<file path="config.mk">
export PLATFORM = sky130hd
export DESIGN_NAME = jk_bank_arbiter
export DESIGN_NICKNAME = d
export VERILOG_FILES = /design/src/rtl/jk_bank_arbiter.sv
export SDC_FILE = /design/constraint.sdc
export NUM_CORES = 1
export LEC_CHECK = 0
export CAP_MARGIN = 20
export CELL_PAD_IN_SITES_DETAIL_PLACEMENT = 1
export CELL_PAD_IN_SITES_GLOBAL_PLACEMENT = 2
export CORE_MARGIN = 3
export CORE_UTILIZATION = 30
export CTS_BUF_LIST = sky130_fd_sc_hd__clkbuf_4 sky130_fd_sc_hd__clkbuf_8
export DETAILED_ROUTE_END_ITERATION = 7
export HOLD_SLACK_MARGIN = 0.12
export PLACE_DENSITY_LB_ADDON = 0.1
export SLEW_MARGIN = 20
export SYNTH_ARGS = -nofsm -noshare
export SYNTH_HDL_FRONTEND = slang
export SYNTH_SLANG_ARGS = --single-unit
</file>
<file path="constraint.sdc">
create_clock -name clk -period 7.9 [get_ports clk]
set_input_delay 2.37 -clock clk [delete_from_list [all_inputs] [get_ports clk]]
set_output_delay 2.37 -clock clk [all_outputs]
set_load 0.01 [all_outputs]
</file>
<file path="src/rtl/jk_bank_arbiter.sv">
// jk_bank_arbiter: round-robin arbiter with a bounded exclusive lock, sequencing
// single-bit JK commands (hold/clear/set/toggle) into a WIDTH-bit state bank.
//
// state      | meaning
// -----------+-------------------------------------------------------------
// ST_ARB     | round-robin search from ptr; winner gets ready
// ST_LOCKED  | only owner may be accepted; ptr frozen; lock_cnt runs every cycle
module jk_bank_arbiter #(
  parameter int NREQ     = 4,
  parameter int WIDTH    = 8,
  parameter int IDXW     = $clog2(WIDTH),
  parameter int LOCK_MAX = 16
) (
  input  logic                   clk,
  input  logic                   rst,
  input  logic [NREQ-1:0]        req_valid,
  output logic [NREQ-1:0]        req_ready,
  input  logic [NREQ*IDXW-1:0]   req_idx,
  input  logic [NREQ*2-1:0]      req_jk,
  input  logic [NREQ-1:0]        req_lock,
  output logic [WIDTH-1:0]       q,
  output logic [WIDTH-1:0]       q_bar,
  output logic                   done,
  output logic [$clog2(NREQ)-1:0] done_id,
  output logic                   locked
);

  localparam int IDW = $clog2(NREQ);
  localparam int CW  = (LOCK_MAX > 1) ? $clog2(LOCK_MAX) : 1;
  localparam logic [CW-1:0]  CNT_LAST = CW'(LOCK_MAX - 1);
  localparam logic [IDW-1:0] ID_LAST  = IDW'(NREQ - 1);

  typedef enum logic {ST_ARB, ST_LOCKED} state_t;

  state_t           state_q, state_d;
  logic [IDW-1:0]   ptr_q, ptr_d;
  logic [IDW-1:0]   owner_q, owner_d;
  logic [CW-1:0]    lock_cnt_q, lock_cnt_d;
  logic [WIDTH-1:0] q_q, q_d;
  logic             done_q, done_d;
  logic [IDW-1:0]   done_id_q, done_id_d;
  logic             locked_q, locked_d;

  logic             win_found;
  logic [IDW-1:0]   winner;
  logic             hs;
  logic [IDW-1:0]   hs_id;
  logic [IDXW-1:0]  sel_idx;
  logic [1:0]       sel_jk;
  logic             sel_lock;

  // Round-robin search: first valid requester at or after ptr, wrapping upward.
  always_comb begin
    win_found = 1'b0;
    winner    = ptr_q;
    for (int off = 0; off < NREQ; off++) begin
      int cand;
      cand = int'(ptr_q) + off;
      if (cand >= NREQ) cand = cand - NREQ;
      if (!win_found && req_valid[cand]) begin
        win_found = 1'b1;
        winner    = IDW'(cand);
      end
    end
  end

  // Ready is one-hot on the arbitration winner, or on the owner while locked.
  always_comb begin
    req_ready = '0;
    if (rst) begin
      if (state_q == ST_ARB) begin
        for (int i = 0; i < NREQ; i++)
          req_ready[i] = win_found && (IDW'(i) == winner);
      end else begin
        for (int i = 0; i < NREQ; i++)
          req_ready[i] = req_valid[i] && (IDW'(i) == owner_q);
      end
    end
  end

  // Pick the accepted requester's command fields.
  always_comb begin
    hs       = |(req_valid & req_ready);
    hs_id    = (state_q == ST_LOCKED) ? owner_q : winner;
    sel_idx  = '0;
    sel_jk   = 2'b00;
    sel_lock = 1'b0;
    for (int i = 0; i < NREQ; i++) begin
      if (IDW'(i) == hs_id) begin
        sel_idx  = req_idx[i*IDXW +: IDXW];
        sel_jk   = req_jk[i*2 +: 2];
        sel_lock = req_lock[i];
      end
    end
  end

  // Apply the JK op to the addressed bit; an index past the bank matches no bit.
  always_comb begin
    q_d = q_q;
    if (hs) begin
      for (int b = 0; b < WIDTH; b++) begin
        if ({1'b0, sel_idx} == (IDXW+1)'(b)) begin
          case (sel_jk)
            2'b01:   q_d[b] = 1'b0;
            2'b10:   q_d[b] = 1'b1;
            2'b11:   q_d[b] = ~q_q[b];
            default: q_d[b] = q_q[b];
          endcase
        end
      end
    end
  end

  // Next-state: pointer advance, lock entry/exit and the forced-release timer.
  always_comb begin
    state_d    = state_q;
    ptr_d      = ptr_q;
    owner_d    = owner_q;
    lock_cnt_d = lock_cnt_q;
    done_d     = hs;
    done_id_d  = hs ? hs_id : done_id_q;
    case (state_q)
      ST_ARB: begin
        if (hs) begin
          ptr_d = (winner == ID_LAST) ? '0 : winner + IDW'(1);
          if (sel_lock) begin
            state_d    = ST_LOCKED;
            owner_d    = winner;
            lock_cnt_d = '0;
          end
        end
      end
      ST_LOCKED: begin
        lock_cnt_d = lock_cnt_q + CW'(1);
        if (lock_cnt_q == CNT_LAST) begin
          // Timeout wins over a renewed lock request; the command still applies.
          state_d    = ST_ARB;
          lock_cnt_d = '0;
        end else if (hs && !sel_lock) begin
          state_d    = ST_ARB;
          lock_cnt_d = '0;
        end
      end
      default: state_d = ST_ARB;
    endcase
    locked_d = (state_d == ST_LOCKED);
  end

  // All state registers, synchronous active-low reset.
  always_ff @(posedge clk) begin
    if (!rst) begin
      state_q    <= ST_ARB;
      ptr_q      <= '0;
      owner_q    <= '0;
      lock_cnt_q <= '0;
      q_q        <= '0;
      done_q     <= 1'b0;
      done_id_q  <= '0;
      locked_q   <= 1'b0;
    end else begin
      state_q    <= state_d;
      ptr_q      <= ptr_d;
      owner_q    <= owner_d;
      lock_cnt_q <= lock_cnt_d;
      q_q        <= q_d;
      done_q     <= done_d;
      done_id_q  <= done_id_d;
      locked_q   <= locked_d;
    end
  end

  assign q       = q_q;
  assign q_bar   = ~q_q;
  assign done    = done_q;
  assign done_id = done_id_q;
  assign locked  = locked_q;

endmodule

</file>
==> results.md, run 1 <==
* Adder-cell share of the synthesized area at about 3.6%
* Syn Nets at 236
* Worst path max stage delay at roughly 550 ps
* Root Driver: clkbuf_8
* WL/cell at about 16 µm
* Mapped Avg Cell Area at roughly 8.6 µm²
* Share of the synthesized area in the top cell type at between 20% and 30%
* Register bit total from synthesis at 20
* Top post-synthesis cells by count: inv_1, dfxtp_1, nand2_1, nor2_1, o211ai_1
* Worst vdd ir at between 0.1 and 0.15 mV
* Initial Util at between 30 and 40%
* Hold Fails Final Rpt at 0
* Leakage at about 0.86 nW
* Post-layout nets at between 200 and 300
* Ranking of synthesized cells by area: dfxtp_1, o211ai_1, mux2i_1
* Ys async rst share at 0%
* Synth cell types at just over 60
* WP data required at between 5000 and 6000 ps
* # H-tree levels at 1
* Post-synthesis xor/xnor area fraction at 0%
* First-pass GRT wire length at roughly 8500 µm
* Post-detailed-placement half-perimeter wirelength at 3950 µm
* Starting DRT DRC Count at 34
* CTS Buf Count at 3
* Kind of critical path: primary input to output pin
* CTS Buffer Depth at 2
* Power consumption at 0.600 mW
* GR Overflow Total at 0
* Worst min path class: flip-flop to flip-flop
* Max Fclk at 0.135 GHz
* Routed WL at between 5000 and 6000 µm
* Syn-to-layout area delta at 37.9%
* RSZ-0062 raised after global routing: no
* Tot GR Track Use at between 10% and 20%
* Antenna Nets Post-Route at 0
* Synth Warn # at 0
* Initial antenna violation count at 0
* Vias after detailed routing at around 1700
* Num rows at 26
* Leading register cell type out of synthesis: dfxtp_1
* Setup_tns at 0 ps
* Die area at around 6700 µm²
* Core box area at approximately 5300 µm²
* Post-CTS setup buffer count at 0
* Clk pin slew, worst setup/hold paths at ~80 ps
* CP Capture Type: output pin
* Final Skew at between 7 and 8 ps
* Clk sinks at 20
* DRC violations left at 0
* Cells after Synth at 201
* Fill cell count at 642
* Top fanout value on the critical path at 7
* CP max stage cell: clkdlybuf4s50_1
* Cell with the most instances after synthesis: inv_1
* Worst reg2reg setup slack at 4620 ps
* CTS tree: built
* Mux cell area share after synthesis at a little under 8%
* Slew @ Worst Pin at between 800 and 900 ps
* Crit path cell chain: clkdlybuf4s50_1, nand2b_1, a21boi_1, nor3_1, buf_4, inv_1, ha_1, inv_1, o31ai_1, and2_1, clkdlybuf4s50_1
* I/O pins at 54
* Layout cells sized above 1 at 13.2%
* Antenna Cells at 0
* Endpoints failing setup at 0
* CP top delay family: buffers and inverters
* Pwr Density at between 200 and 300 nW/µm²
* Final worst path period share at between 90 and 100%
* Post-synthesis simple-gate area fraction at 22.1%
* Post-cts resize count at 0
* Post-synthesis sequential area ratio at approximately a quarter
* Buffers on Ports at between 50 and 60
* Status: finished, final reports clean
* Vias in the first global route at about 1700
* Worst Setup Start Kind: primary input
* Clk Latency, worst-skew pair at ~270 ps
* Worst EP arrival at roughly 5000 ps
* Relative slew slack at 43.5%
* Final min period at 7380 ps
* Largest net degree at the start of global routing at 29
* CTS Hold Bufs at 0
* WP buf/inv at 5
* GP Congestion at ~0.76
* Synth Area in Compound Gates at 33.7%
* FF+latch area at about 400 µm²
* Multi-input logic area at 1160 µm²
* Largest family of logic cells by synthesized area: compound AO/OA/AOI/OAI gates
* Maxcap violations at 0
* Die Y at 81.7 µm
* Cell Area, Synth at ~1700 µm²
* Width of the die at between 80 and 90 µm
* Area leader, netlist: dfxtp_1
* Post-synth EDFFs at 0
* Via/cell ratio at roughly 5.3
* Total iterations of the first detailed-routing run at 4
* Slew Limit Fails at 0
-- path summary, 6_finish.rpt --
kind	start	end	depth (start not counted)
max	req_valid[3]	req_ready[2]	11
min	q[1]	q[1]	2
min reg2reg	q[1]	q[1]	2
max reg2reg	ptr_q[0]	lock_cnt_q[0]	12
-- routing by layer --
| layer | share of wire (%) | vias to the layer above | routed length (µm) | global-route usage [%] |
|---|---|---|---|---|
| met5 | 0 | - | 0 | 0 |
| met4 | 0.57 | 0 | 29 | 2.49 |
| met1 | 45 | 804 | 2280 | 20.2 |
| met3 | 4.8 | 4 | 244 | 2.74 |
| met2 | 50 | 36 | 2540 | 29.1 |
| li1 | - | 860 | - | - |
-- worst register-to-register path: stages, from the launching register on --
cell and delay, ps:
dfxtp_1 450, nand2b_1 140, a21oi_1 70, buf_4 180
nor2_1 240, ha_1 250, inv_1 40, o21ai_0 170
a22oi_1 120, o211ai_1 700, a21boi_1 400, nor2_1 120
mux2_2 270
-- area by class of cell --
class / count / area share, %
multi-input cells: 145 / 48.8
well taps: 70 / 3.69
repair buffers: 58 / 24.0
flip-flops and latches: 20 / 16.9
clock inverters: 1 / 1.27
inverters: 23 / 3.64
clock buffers: 3 / 1.74
-- flip-flops by register name, summed over array words and instances, names as in the netlist --
signal / count
q: 8
lock_cnt_q: 4
done_id: 2
owner_q: 2
ptr_q: 2
done: 1
locked: 1
-- cells by family after synthesis --
group,count (synthesis)
AOI/OAI and AO/OA,64
and+or+nand+nor,64
buffers and inverters,36
DFF,20
muxes,12
adders and majority gates,5
-- where the power goes --
part,leakage [nW],switching [mW],internal (mW)
Clock,0.0357,0.0376,0.0677
Combinational,0.661,0.205,0.155
Sequential,0.162,0.0156,0.118
-- metrics by stage --
stage,std cells,utilization [%],setup slack [ps],area (µm²),hold WS (ps)
2_1_floorplan,201,-,1820,1720,461
3_3_place_gp,316,43.1,554,2300,472
3_5_place_dp,316,43.1,536,2300,473
4_1_cts,320,44.4,513,2370,485
5_1_grt,320,44.4,337,2370,520
6_report,320,44.4,515,2370,485
-- layout by cell type, fill, tap and decap left out, drive strengths merged, types with 2 or more instances in the layout --
| master | instances |
|---|---|
| a211oi | 3 |
| a21boi | 3 |
| a21oi | 7 |
| a22oi | 2 |
| a32o | 2 |
| and2 | 2 |
| and3 | 3 |
| buf | 5 |
| clkbuf | 3 |
| clkdlybuf4s50 | 53 |
| dfxtp | 20 |
| ha | 5 |
| inv | 22 |
| mux2 | 3 |
| mux2i | 9 |
| nand2 | 14 |
| nand2b | 6 |
| nand3 | 3 |
| nand4b | 5 |
| nor2 | 11 |
| nor3 | 3 |
| nor3b | 4 |
| nor4 | 5 |
| nor4b | 2 |
| o211a | 2 |
| o211ai | 16 |
| o21ai | 3 |
| o311ai | 8 |
| o31ai | 2 |
| o32ai | 6 |
| or2 | 2 |
Note: power is estimated with default switching activity, not from simulation.
==> run 2, diff against run 1 <==
--- a/config.mk
+++ b/config.mk
@@ -6,14 +6,13 @@
 export NUM_CORES = 1
 export LEC_CHECK = 0
 export CAP_MARGIN = 20
-export CELL_PAD_IN_SITES_DETAIL_PLACEMENT = 1
-export CELL_PAD_IN_SITES_GLOBAL_PLACEMENT = 2
 export CORE_MARGIN = 3
-export CORE_UTILIZATION = 30
+export CORE_UTILIZATION = 52
 export CTS_BUF_LIST = sky130_fd_sc_hd__clkbuf_4 sky130_fd_sc_hd__clkbuf_8
 export DETAILED_ROUTE_END_ITERATION = 7
 export HOLD_SLACK_MARGIN = 0.12
-export PLACE_DENSITY_LB_ADDON = 0.1
+export PLACE_DENSITY = 0.88
+export RECOVER_POWER = 100
 export SLEW_MARGIN = 20
 export SYNTH_ARGS = -nofsm -noshare
 export SYNTH_HDL_FRONTEND = slang
==> run 2 against run 1 <==
  * Maximum frequency decreased by 2.4%
  * Non-clock buffer count did not move
  * Largest cell class unchanged
  * Combinational power shrank 5%
  * Critical endpoint unchanged
  * Critical path depth did not move
  * Worst hold slack better by 1.4 ps
  * Largest power group unchanged
==> results.md, run 2 (synthesis results as in run 1) <==
* Vias in the first global route at 1691
* Worst vdd ir at about 0.16 mV
* Die area at about 4000 µm²
* CP max stage cell: dlygate4sd3_1
* Layout cells sized above 1 at between 10 and 15%
* WP buf/inv at 5
* Via/cell ratio at around 6.0
* I/O pins at between 50 and 60
* Final Util at between 70% and 80%
* GR Overflow Total at 0
* Hold Fails Final Rpt at 0
* Slew @ Worst Pin at ~1200 ps
* Status: finished, final reports clean
* Final min period at 7570 ps
* Worst r2r path cells at 8
* Antenna Cells at 0
* Post-layout nets at about 290
* Hold path depth at 2
* Crit path from: req_valid[1]
* CTS Buf Count at 3
* CTS Buffer Depth at 2
* Commonest cells after routing, fill and taps aside: clkdlybuf4s50_1, dlygate4sd3_1, inv_1, dfxtp_1, nand2_1
* GP Congestion at roughly 0.84
* Endpoints failing setup at 0
* Width of the die at approximately 64 µm
* Vias after detailed routing at around 1800
* Die Y at roughly 64 µm
* Initial Util at a little under three fifths
* CTS tree: built
* Worst min path class: flip-flop to flip-flop
* Tot GR Track Use at a little under a quarter
* Max Fclk at roughly 0.13 GHz
* Antenna Nets Post-Route at 0
* CTS Hold Bufs at 0
* Largest net degree at the start of global routing at 28
* Worst path max stage delay at roughly 650 ps
* Critical hold path startpoint: q[5]
* Num rows at 20
* RR Startpoint: locked
* Clk pin slew, worst setup/hold paths at 120 ps
* Worst reg2reg setup slack at around 4000 ps
* Setup_tns at 0 ps
* Routed WL at approximately 4500 µm
* WP data required at 5530 ps
* CP Capture Type: output pin
* CP top delay family: buffers and inverters
* Total iterations of the first detailed-routing run at 4
* Post-detailed-placement half-perimeter wirelength at between 3000 and 4000 µm
* Max reg flops at 8
* Initial antenna violation count at 0
* Pwr Density at approximately 240 nW/µm²
* Clk Latency, worst-skew pair at between 300 and 400 ps
* Final worst path period share at ~96%
* DRC violations left at 0
* Post-cts resize count at 0
* Kind of critical path: primary input to output pin
* Starting DRT DRC Count at 110
* RSZ-0062 raised after global routing: no
* Leakage at between 0.8 and 0.9 nW
* Post-CTS setup buffer count at 0
* Hold EP: q[5]
* Buffers on Ports at 53
* Maxcap violations at 0
* Syn-to-layout area delta at 33.4%
* Top fanout value on the critical path at 7
* Crit path cell chain: dlygate4sd3_1, or2_2, a21oi_1, nor3_1, buf_4, inv_1, ha_1, inv_1, o31ai_1, and2_1, clkdlybuf4s50_1
* Worst Setup Start Kind: primary input
* Relative slew slack at between 15 and 20%
* Cell mode on critical path: inv_1
* Hold slack at between 400 and 500 ps
* Root Driver: clkbuf_4
* First-pass GRT wire length at 7690 µm
* Core box area at about 3100 µm²
* WL/cell at between 15 and 20 µm
* Final Skew at between 6 and 7 ps
* Worst EP arrival at about 5200 ps
* Clk sinks at 20
* Fill cell count at 266
* Slew Limit Fails at 0
* # H-tree levels at 1
* Most common cell after layout, fill and taps aside: clkdlybuf4s50_1
* Reg-to-reg critical path endpoint: q[7]
-- run 2: where the power goes --
part	internal, mW	total, mW	switching [mW]
clock network	0.0513	0.0853	0.0340
registers	0.118	0.133	0.0143
logic	0.143	0.341	0.199
-- run 2: final cells by class --
class	instances	area, µm²	area share [%]
multi-input combinational	145	1130	49.5
timing repair buffer	58	564	24.6
sequential	20	400	17.5
inverter	23	86.3	3.76
tap	44	55.1	2.40
clock inverter	1	30.0	1.31
clock buffer	3	22.5	0.982
-- run 2: how the worst max path moves through the flow --
| stage | to | slack (ps) | cells past startpoint |
|---|---|---|---|
| 3_3_place_gp | req_ready[2] | 660 | 11 |
| 4_1_cts | req_ready[2] | 540 | 11 |
| 6_report | req_ready[2] | 330 | 11 |
| 3_5_place_dp | req_ready[2] | 540 | 11 |
| 5_1_grt | req_ready[2] | 180 | 11 |
| 2_1_floorplan | req_ready[0] | 1820 | 8 |
-- run 2: through the flow --
stage | std cells | total power, mW | area (µm²) | setup WS (ps)
floorplan | 201 | 0.394 | 1720 | 1820
global placement | 290 | 0.480 | 2270 | 656
detailed placement | 290 | 0.488 | 2270 | 540
CTS | 294 | 0.575 | 2320 | 538
global route | 294 | 0.598 | 2290 | 181
finish | 294 | 0.559 | 2290 | 330
-- run 2: worst register-to-register path, cell delays in order (launching register included) --
cell	delay, ps
dfxtp_1	360
clkbuf_1	910
nand2_1	510
o21ai_0	210
a22oi_1	120
o211ai_1	650
nand3_1	340
or2_0	370
o32ai_1	330
-- run 2: routing by layer --
metal	vias up	share of wire (%)	GRT usage [%]
met5	-	0	0
met4	0	1.2	7.82
met3	6	6.1	4.63
met2	60	46	37.2
met1	844	46	30.3
li1	858	-	-
==> run 3, diff against run 2 <==
--- a/config.mk
+++ b/config.mk
@@ -6,12 +6,13 @@
 export NUM_CORES = 1
 export LEC_CHECK = 0
 export CAP_MARGIN = 20
-export CORE_MARGIN = 3
-export CORE_UTILIZATION = 52
+export CELL_PAD_IN_SITES_DETAIL_PLACEMENT = 1
+export CELL_PAD_IN_SITES_GLOBAL_PLACEMENT = 1
+export CORE_UTILIZATION = 38
 export CTS_BUF_LIST = sky130_fd_sc_hd__clkbuf_4 sky130_fd_sc_hd__clkbuf_8
 export DETAILED_ROUTE_END_ITERATION = 7
 export HOLD_SLACK_MARGIN = 0.12
-export PLACE_DENSITY = 0.88
+export PLACE_DENSITY_LB_ADDON = 0.1
 export RECOVER_POWER = 100
 export SLEW_MARGIN = 20
 export SYNTH_ARGS = -nofsm -noshare
==> run 3 against run 2 <==
  * Sequential cell count stayed put
  * Cell count increased by 2.7%
  * Core utilization is 21 points lower
  * Setup slack improved by 18 ps
  * First-iteration DRC count is 45% lower
  * Critical path type unchanged
==> results.md, run 3 (synthesis results as in run 1) <==
* Placement Cell Area at about 2300 µm²
* Buffers on Ports at 53
* I/O pins at 54
* Pwr Density at between 200 and 250 nW/µm²
* Die Y at 69.3 µm
* Layout cells sized above 1 at approximately 11%
* Top fanout value on the critical path at 7
* Core box area at 4350 µm²
* Post-CTS setup buffer count at 0
* Vias after detailed routing at between 1500 and 2000
* CP Capture Type: output pin
* Worst vdd ir at approximately 0.099 mV
* Largest net degree at the start of global routing at 29
* Worst min path class: flip-flop to flip-flop
* CTS tree: built
* RR Startpoint: locked
* Routed WL at 5010 µm
* Placed Instances at 298
* Setup_tns at 0 ps
* Fill cell count at 518
* Slew @ Worst Pin at around 1300 ps
* CTS Buf Count at 3
* Post-cts resize count at 0
* Kind of critical path: primary input to output pin
* Final min period at between 7000 and 8000 ps
* Worst r2r path cells at 8
* Clk pin slew, worst setup/hold paths at approximately 80 ps
* Initial antenna violation count at 0
* Endpoints failing setup at 0
* Max Fclk at roughly 0.13 GHz
* Post-layout nets at ~290
* Most common cell after layout, fill and taps aside: clkdlybuf4s50_1
* Slew Limit Fails at 0
* First-pass GRT wire length at between 8000 and 9000 µm
* Hold path depth at 2
* Hold Fails Final Rpt at 0
* Tot GR Track Use at a little over a fifth
* Commonest cells after routing, fill and taps aside: clkdlybuf4s50_1, dlygate4sd3_1, inv_1, dfxtp_1, nand2_1
* Root Driver: clkbuf_8
* Hold slack at a little under 500 ps
* Via/cell ratio at approximately 5.8
* Worst Setup Start Kind: primary input
* Die area at ~4800 µm²
* Reg-to-reg critical path endpoint: q[2]
* Non-Filler Instances at just over 300
* Width of the die at 69.3 µm
* Relative slew slack at roughly 14%
* Post-route cell area at ~2300 µm²
* Syn-to-layout area delta at 34.1%
* RSZ-0062 raised after global routing: no
* Total iterations of the first detailed-routing run at 5
* Initial Util at slightly below 40%
* WP data required at approximately 5500 ps
* GR Overflow Total at 0
* # H-tree levels at 1
* CTS Hold Bufs at 0
* Worst reg2reg setup slack at 3910 ps
* Clock power share at between 10% and 20%
* Antenna Nets Post-Route at 0
* Clk sinks at 20
* Status: finished, final reports clean
* Leakage at 0.860 nW
* Vias in the first global route at around 1700
* Final worst path period share at between 90% and 100%
* Sw power at roughly 0.25 mW
* Comb pwr share at approximately three fifths
* Maxcap violations at 0
* Pre-CTS setup slack at ~550 ps
* GP Congestion at 0.798
* Share of power burned in registers at a little under a quarter
* Post-detailed-placement half-perimeter wirelength at slightly below 4000 µm
* Final Skew at 5.05 ps
* Num rows at 24
* WL/cell at between 15 and 20 µm
* Worst EP arrival at ~5200 ps
* CTS Buffer Depth at 2
* Max reg flops at 8
* Starting DRT DRC Count at 61
* Setup ws final at between 300 and 400 ps
* Sw Ratio at around 45%
* DRC violations left at 0
* Antenna Cells at 0
* Clk Latency, worst-skew pair at around 260 ps
* Pint at slightly above 0.3 mW
* Critical hold path startpoint: q[1]
* Hold EP: q[1]
-- run 3: critical path: stages --
cell and delay (ps):
dlygate4sd3_1 650, or2_2 330, a21oi_1 310, nor3_1 80
buf_4 160, inv_1 70, ha_1 140, nor3b_1 290
o21a_1 170, dlygate4sd3_1 600
-- run 3: final cells by class --
cell class              count  area [µm²]  share of cell area [%]
multi-input cells         145        1130                    49.2
repair buffers             58         564                    24.5
flip-flops and latches     20         400                    17.4
inverters                  23        86.3                    3.74
well taps                  52        65.1                    2.82
clock buffers               4        55.1                    2.39
-- run 3: worst max path at each step --
stage,startpoint,endpoint
2_1_floorplan,req_valid[1],req_ready[0]
3_3_place_gp,req_valid[1],req_ready[0]
3_5_place_dp,req_valid[1],req_ready[0]
4_1_cts,req_valid[1],req_ready[0]
5_1_grt,req_valid[1],req_ready[0]
6_report,req_valid[1],req_ready[0]
-- run 3: layer usage --
metal / up-vias / global-route usage [%] / wire (µm)
met3: 2 / 4.07 / 152
met2: 34 / 40.7 / 2610
met1: 839 / 26.6 / 2220
li1: 864 / - / -
met4: 0 / 2.04 / 19
met5: - / 0 / 0
-- run 3: through the flow --
step,util (%),power [mW]
2_1_floorplan,-,0.394
3_3_place_gp,52.3,0.489
3_5_place_dp,52.3,0.495
4_1_cts,53.6,0.578
5_1_grt,53.0,0.599
6_report,53.0,0.556
-- run 3: power by group through the flow --
stage / Clock (mW) / Sequential (mW) / Combinational (mW)
global route: 0.0865 / 0.134 / 0.379
detailed placement: 0 / 0.135 / 0.360
CTS: 0.0828 / 0.133 / 0.362
global placement: 0 / 0.135 / 0.355
floorplan: 0 / 0.136 / 0.257
finish: 0.0805 / 0.132 / 0.344
